===== src/rtl/pc_gen_ras_pkg.sv =====
// Shared decode constants for the fetch-stage PC generator and its
// return-address stack.
package pc_gen_ras_pkg;

  localparam logic [5:0] OP_RTYPE = 6'b000000;
  localparam logic [5:0] OP_J     = 6'b000010;
  localparam logic [5:0] OP_JAL   = 6'b000011;
  localparam logic [5:0] OP_BEQ   = 6'b000100;
  localparam logic [5:0] FN_JR    = 6'b001000;

endpackage


===== src/rtl/pc_ras.sv =====
// Circular return-address stack.
//   clk, rst   : clock, async active-high reset
//   push, pop  : one operation per cycle; push has priority if both are set
//   push_data  : return address to push
//   top        : most recently pushed entry (undefined while empty)
//   empty/full : occupancy status
// ptr_q always points at the next slot to write. When the stack is full
// that slot holds the oldest entry, so a push overwrites it naturally and
// the count saturates.
module pc_ras #(
  parameter int RAS_DEPTH = 4,
  parameter int PC_W      = 32
) (
  input  logic            clk,
  input  logic            rst,
  input  logic            push,
  input  logic            pop,
  input  logic [PC_W-1:0] push_data,
  output logic [PC_W-1:0] top,
  output logic            empty,
  output logic            full
);

  localparam int PTR_W = $clog2(RAS_DEPTH);
  localparam int CNT_W = PTR_W + 1;

  logic [PC_W-1:0]  mem_q [RAS_DEPTH];
  logic [PTR_W-1:0] ptr_q, ptr_d;
  logic [CNT_W-1:0] cnt_q, cnt_d;
  logic [PTR_W-1:0] top_idx;

  assign top_idx = ptr_q - PTR_W'(1);
  assign top     = mem_q[top_idx];
  assign empty   = (cnt_q == '0);
  assign full    = (cnt_q == CNT_W'(RAS_DEPTH));

  always_comb begin
    ptr_d = ptr_q;
    cnt_d = cnt_q;
    if (push) begin
      ptr_d = ptr_q + PTR_W'(1);
      if (!full) cnt_d = cnt_q + CNT_W'(1);
    end else if (pop && !empty) begin
      ptr_d = ptr_q - PTR_W'(1);
      cnt_d = cnt_q - CNT_W'(1);
    end
  end

  always_ff @(posedge clk or posedge rst) begin
    if (rst) begin
      ptr_q <= '0;
      cnt_q <= '0;
    end else begin
      ptr_q <= ptr_d;
      cnt_q <= cnt_d;
    end
  end

  // Entry contents need no reset; validity is tracked by cnt_q.
  always_ff @(posedge clk) begin
    if (push) mem_q[ptr_q] <= push_data;
  end

endmodule


===== src/rtl/pc_gen_ras.sv =====
// Fetch-stage program-counter generator with return-address prediction.
//   clk, rst        : clock, async active-high reset
//   en              : 1 = advance, 0 = stall (pc, RAS and flags held)
//   instr_valid     : instr is the word fetched at pc
//   instr, zf       : fetched instruction and BEQ zero flag
//   redirect_valid  : later-stage correction, wins over everything incl. stall
//   redirect_pc     : corrected PC
//   pc              : current word-addressed PC
//   ras_empty       : RAS has no valid entries
//   ras_overflow    : sticky, a JAL pushed onto a full RAS
//   ras_underflow   : sticky, a JR found the RAS empty
module pc_gen_ras
  import pc_gen_ras_pkg::*;
#(
  parameter int              PC_W      = 32,
  parameter int              RAS_DEPTH = 4,
  parameter logic [PC_W-1:0] RESET_PC  = '0
) (
  input  logic            clk,
  input  logic            rst,
  input  logic            en,
  input  logic            instr_valid,
  input  logic [31:0]     instr,
  input  logic            zf,
  input  logic            redirect_valid,
  input  logic [PC_W-1:0] redirect_pc,
  output logic [PC_W-1:0] pc,
  output logic            ras_empty,
  output logic            ras_overflow,
  output logic            ras_underflow
);

  logic [PC_W-1:0] pc_q, pc_d;
  logic            ovf_q, ovf_d;
  logic            unf_q, unf_d;

  logic [5:0]      op, funct;
  logic            is_beq, is_j, is_jal, is_jr;
  logic            advance, ras_push, ras_pop;
  logic [PC_W-1:0] inc, br_off, jtarget, ras_top;
  logic            ras_full;

  assign op     = instr[31:26];
  assign funct  = instr[5:0];
  assign is_beq = (op == OP_BEQ);
  assign is_j   = (op == OP_J);
  assign is_jal = (op == OP_JAL);
  assign is_jr  = (op == OP_RTYPE) && (funct == FN_JR);

  assign inc    = pc_q + PC_W'(1);
  assign br_off = {{(PC_W-16){instr[15]}}, instr[15:0]};

  // At PC_W=26 the jump target has no upper PC bits to keep.
  if (PC_W > 26) begin : g_jhi
    assign jtarget = {pc_q[PC_W-1:26], instr[25:0]};
  end else begin : g_jlo
    assign jtarget = instr[25:0];
  end

  // The RAS only moves when an instruction is actually retired from fetch.
  assign advance  = en && !redirect_valid && instr_valid;
  assign ras_push = advance && is_jal;
  assign ras_pop  = advance && is_jr && !ras_empty;

  pc_ras #(
    .RAS_DEPTH (RAS_DEPTH),
    .PC_W      (PC_W)
  ) u_ras (
    .clk       (clk),
    .rst       (rst),
    .push      (ras_push),
    .pop       (ras_pop),
    .push_data (inc),
    .top       (ras_top),
    .empty     (ras_empty),
    .full      (ras_full)
  );

  always_comb begin
    pc_d  = pc_q;
    ovf_d = ovf_q;
    unf_d = unf_q;
    if (redirect_valid) begin
      pc_d = redirect_pc;
    end else if (en) begin
      if (!instr_valid) begin
        pc_d = inc;
      end else if (is_beq) begin
        pc_d = zf ? (inc + br_off) : inc;
      end else if (is_j || is_jal) begin
        pc_d = jtarget;
        if (is_jal && ras_full) ovf_d = 1'b1;
      end else if (is_jr) begin
        if (ras_empty) begin
          pc_d  = inc;
          unf_d = 1'b1;
        end else begin
          pc_d = ras_top;
        end
      end else begin
        pc_d = inc;
      end
    end
  end

  always_ff @(posedge clk or posedge rst) begin
    if (rst) begin
      pc_q  <= RESET_PC;
      ovf_q <= 1'b0;
      unf_q <= 1'b0;
    end else begin
      pc_q  <= pc_d;
      ovf_q <= ovf_d;
      unf_q <= unf_d;
    end
  end

  assign pc            = pc_q;
  assign ras_overflow  = ovf_q;
  assign ras_underflow = unf_q;

endmodule


===== config.mk =====
export PLATFORM = sky130hd
export DESIGN_NAME = pc_gen_ras
export DESIGN_NICKNAME = d
export VERILOG_FILES = /design/src/rtl/pc_gen_ras_pkg.sv /design/src/rtl/pc_ras.sv /design/src/rtl/pc_gen_ras.sv
export SDC_FILE = /design/constraint.sdc
export NUM_CORES = 1
export LEC_CHECK = 0
export BUFFER_PORTS_ARGS = -buffer_cell sky130_fd_sc_hd__buf_4
export CAP_MARGIN = 10
export CELL_PAD_IN_SITES_DETAIL_PLACEMENT = 1
export CELL_PAD_IN_SITES_GLOBAL_PLACEMENT = 2
export CORE_ASPECT_RATIO = 1.5
export CORE_MARGIN = 5
export CORE_UTILIZATION = 36
export DETAILED_ROUTE_END_ITERATION = 10
export GPL_TIMING_DRIVEN = 0
export MAX_ROUTING_LAYER = met4
export PLACE_DENSITY = 0.84
export SLEW_MARGIN = 20
export SYNTH_ARGS = -nofsm -noshare
export SYNTH_HDL_FRONTEND = slang
export SYNTH_HIERARCHICAL = 1
export SYNTH_SLANG_ARGS = --single-unit

===== constraint.sdc =====
create_clock -name clk -period 3.28 [get_ports clk]
set_input_delay 0.164 -clock clk [delete_from_list [all_inputs] [get_ports clk]]
set_output_delay 0.164 -clock clk [all_outputs]
set_load 0.01 [all_outputs]

==> reports/results.ini <==
[detailed_routing]
drt-total-wl_mm = 41.92
avgRoutedWirePerCell_um = 29.03
drt-initial-drc-count = 719
drc_errors = 0
routed_via_density = 6.185
vias = 8931
drtAntennaViolNets = 0
dr.pass1.iters = 5

[synthesis]
yosys_warnings = 6
synth_edf_count = 128
async_reset_ff_frac = 0.2335
syn-num-nets = 978
synthXorXnorAreaFrac = 0.04803
mappedNetlistArea_sq_um = 9977
synth-main-ff-cell = edfxtp_1
synth-simple-area-share = 0.1190
ys_ff_latch = 167
syn_avg_cell_area_sq_um = 11.56
yosysSeqAreaShare = 0.4831
syn_inst = 863
ys_types = 76
synthAdderAreaFrac = 0.05794
synth-compound-area-share = 0.1797
muxShareOfSynthArea = 0.08001
synth_top_family_by_area = compound AO/OA/AOI/OAI gates

[global_route]
antenna_found_initial = 0
track_usage = 0.2699
grt_pass1_vias = 9447
grt_max_degree = 25
grt_pass1_wl_mm = 60.22
grt.overflow.total = 0

[floorplan]
rows = 74
start_util = 0.3653
die_area_sq_um = 31210
die_h_um = 213.9
die_x_um = 145.9
placeableCoreArea_sq_um = 27310
pin_count = 105

[timing]
grt_setup_unrepaired = true
fin_crit_ps = 3613
fin_crit_sh = 1.101
clock_skew_ps = 9.916
setup_slack_ps = -332.9
finalHoldViolCount = 0
slew_headroom = 0.1416
slew_violations = 0
fmax_ghz = 0.2768
tightest_slew_ps = 1283
setup_viol = 19

[placed_design]
gp_congestion = 0.9394
hpwl_mm = 28.23
placed_area_sq_um = 11380
io_buffers = 102

[final_layout]
multiInputGateArea_sq_um = 5818
fin_util = 0.5022
num_antenna_cells = 0
drive_gt1_frac = 0.3875
syn_to_final_growth_pct = 37.48
fillers = 2832
final_nets = 1204
seqCellArea_sq_um = 4840
design_area_sq_um = 13720

[clock_network]
cts-buffers-inserted = 17
clockBufferDepth = 2
cts.clk_slew.worst_paths_ps = 70
cts-root-buf = clkbuf_16
h-tree-depth = 4
cts.sink_count = 167
cts_tree = done
clk_latency_ps = 460

[power_and_ir_drop]
p_seq_frac = 0.388
p_int_mw = 4.393
leakagePower_nw = 5.192
ir_worst_vdd_mv = 0.3716
comb_power_share = 0.275
powerDensity_nw_per_um2 = 461.4
p_sw_mw = 1.937
pwr-share-clk = 0.337
swShare = 0.3060

[worst_setup_path]
worstSetupPathType = register to register
worst_setup_path_end_kind = register
cp.arrival_ps = 3960
cp_max_fo = 4
reg2regPathDepth = 14
worst-r2r-setup-slack_ps = -330
crit_required_ps = 3620
start_kind = register

[outcome]
outcome = finished with violations
violations = negative setup slack

[hold_path]
worstHoldPathCells = 3
hold_path_class = input pin to register

[flow_run]
cap_violations = 0

[cells in the final DEF (no fill, tap or decap), types with 9 or more instances in the layout]
| master | count |
|---|---|
| nand3_1 | 18 |
| dlygate4sd3_1 | 21 |
| mux4_2 | 28 |
| a21oi_2 | 13 |
| xor2_1 | 11 |
| edfxtp_1 | 128 |
| clkbuf_16 | 17 |
| o21ai_1 | 17 |
| o21ai_0 | 38 |
| ha_4 | 12 |
| dfrtp_1 | 23 |
| and3_1 | 10 |
| buf_2 | 16 |
| a22o_1 | 9 |
| a221oi_1 | 12 |
| nor3_1 | 12 |
| clkbuf_1 | 18 |
| a22oi_1 | 20 |
| a21o_1 | 25 |
| nand2_1 | 73 |
| buf_4 | 176 |
| xnor2_4 | 10 |
| xnor2_1 | 15 |
| a21oi_1 | 40 |
| inv_1 | 16 |
| nor2_1 | 37 |
| ha_1 | 26 |
| dfrtp_2 | 16 |
[stage by stage]
| step | power (mW) | setup TNS, ps | instances | setup slack (ps) | hold WS, ps |
|---|---|---|---|---|---|
| global placement | 3.729 | -169590 | 1307 | -1244 | 99.98 |
| global route | 6.528 | -5058 | 1444 | -407.4 | 22.60 |
| finish | 6.330 | -2757 | 1444 | -332.9 | 6.810 |
| CTS | 6.143 | -1330 | 1423 | -201.0 | 7.530 |
| floorplan | 3.277 | -25.62 | 863 | -25.62 | -57.48 |
| detailed placement | 3.759 | -43990 | 1312 | -961.0 | 99.18 |
[final cells by class]
| class | count | share of cell area |
|---|---|---|
| plain buffers | 42 | 0.01943 |
| clock buffers | 22 | 0.03384 |
| clock inverters | 10 | 0.01031 |
| inverters | 19 | 0.005199 |
| multi-input cells | 635 | 0.4242 |
| flip-flops and latches | 167 | 0.3528 |
| well taps | 342 | 0.03120 |
| repair buffers | 207 | 0.1231 |
[cells by family (layout without fill, tap and decap cells)]
group,count (synthesis),count (layout)
XOR/XNOR,53,53
adder cells (fa/ha/maj),45,45
AND/OR/NAND/NOR,233,233
flip-flops,167,167
buffers and inverters,61,300
multiplexers,38,38
AO/OA/AOI/OAI,266,266
[worst max-delay path, stage by stage (launching register included)]
cell and delay, ps:
dfrtp_2 410, ha_4 170, nand3_4 110, or2_4 310, nor2_4 120, xor2_2 240
ha_1 320, a21o_1 230, a21oi_4 190, nand3_2 150, o21ai_4 210, xnor2_1 140
a222oi_1 520, a211oi_2 180, a21o_1 190
[power groups by stage]
stage / Combinational [mW] / Clock, mW / Sequential, mW
final: 1.74 / 2.13 / 2.45
after global routing: 1.84 / 2.23 / 2.46
after CTS: 1.55 / 2.14 / 2.45
after detailed placement: 1.26 / 0 / 2.50
after global placement: 1.24 / 0 / 2.49
after floorplan: 0.794 / 0 / 2.48
[worst paths after layout]
| kind | startpoint | to |
|---|---|---|
| hold reg to reg | ras_overflow$_DFFE_PP0P_ | ras_overflow$_DFFE_PP0P_ |
| max in group asynchronous | rst | pc[1]$_DFFE_PP0P_ |
| setup reg to reg | pc[0]$_DFFE_PP0P_ | pc[15]$_DFFE_PP0P_ |
| min in group asynchronous | rst | u_ras/ptr_q[1]$_DFFE_PP0P_ |
| setup / recovery | pc[0]$_DFFE_PP0P_ | pc[15]$_DFFE_PP0P_ |
| hold / removal | redirect_pc[18] | pc[18]$_DFFE_PP0P_ |
[sequential cells by signal (all words and copies together) (netlist names)]
| register | count |
|---|---|
| pc | 32 |
| ras_overflow | 1 |
| ras_underflow | 1 |
| u_ras/cnt_q | 3 |
| u_ras/mem_q | 128 |
| u_ras/ptr_q | 2 |
[what timing repair did]
action / 4_1_cts / 5_1_grt
hold buffers: 21 / 0
pin swaps: 51 / 29
setup buffers: 58 / 20
setup endpoints to repair: 23 / 42
gates resized for setup: 122 / 64
endpoints found under the hold margin: 38 / 0
[layer usage]
metal | track usage | vias up | part of all wire
met2 | 0.4733 | 401 | 0.51
met5 | - | - | 0
met4 | 0.1498 | 0 | 0.065
li1 | - | 3821 | -
met3 | 0.03975 | 141 | 0.054
met1 | 0.2958 | 4568 | 0.37
[cell usage after synthesis (9+ instances only)]
master | number | area [sq um]
edfxtp_1 | 128 | 3844
nand2_1 | 76 | 285.3
a21oi_1 | 55 | 275.3
o21ai_0 | 51 | 255.2
nor2_1 | 44 | 165.2
ha_1 | 43 | 538.0
dfrtp_1 | 39 | 975.9
xnor2_1 | 30 | 262.8
mux4_2 | 28 | 630.6
a21o_1 | 25 | 187.7
nand3_1 | 24 | 120.1
xor2_1 | 21 | 183.9
a22oi_1 | 20 | 150.1
inv_1 | 19 | 71.32
a221oi_1 | 17 | 148.9
buf_2 | 16 | 80.08
clkbuf_1 | 16 | 60.06
and2_1 | 15 | 93.84
nor3_1 | 15 | 75.07
and3_1 | 10 | 62.56
o21ai_1 | 10 | 50.05
a22o_1 | 9 | 78.83
Power figures use the tool's default switching activity.
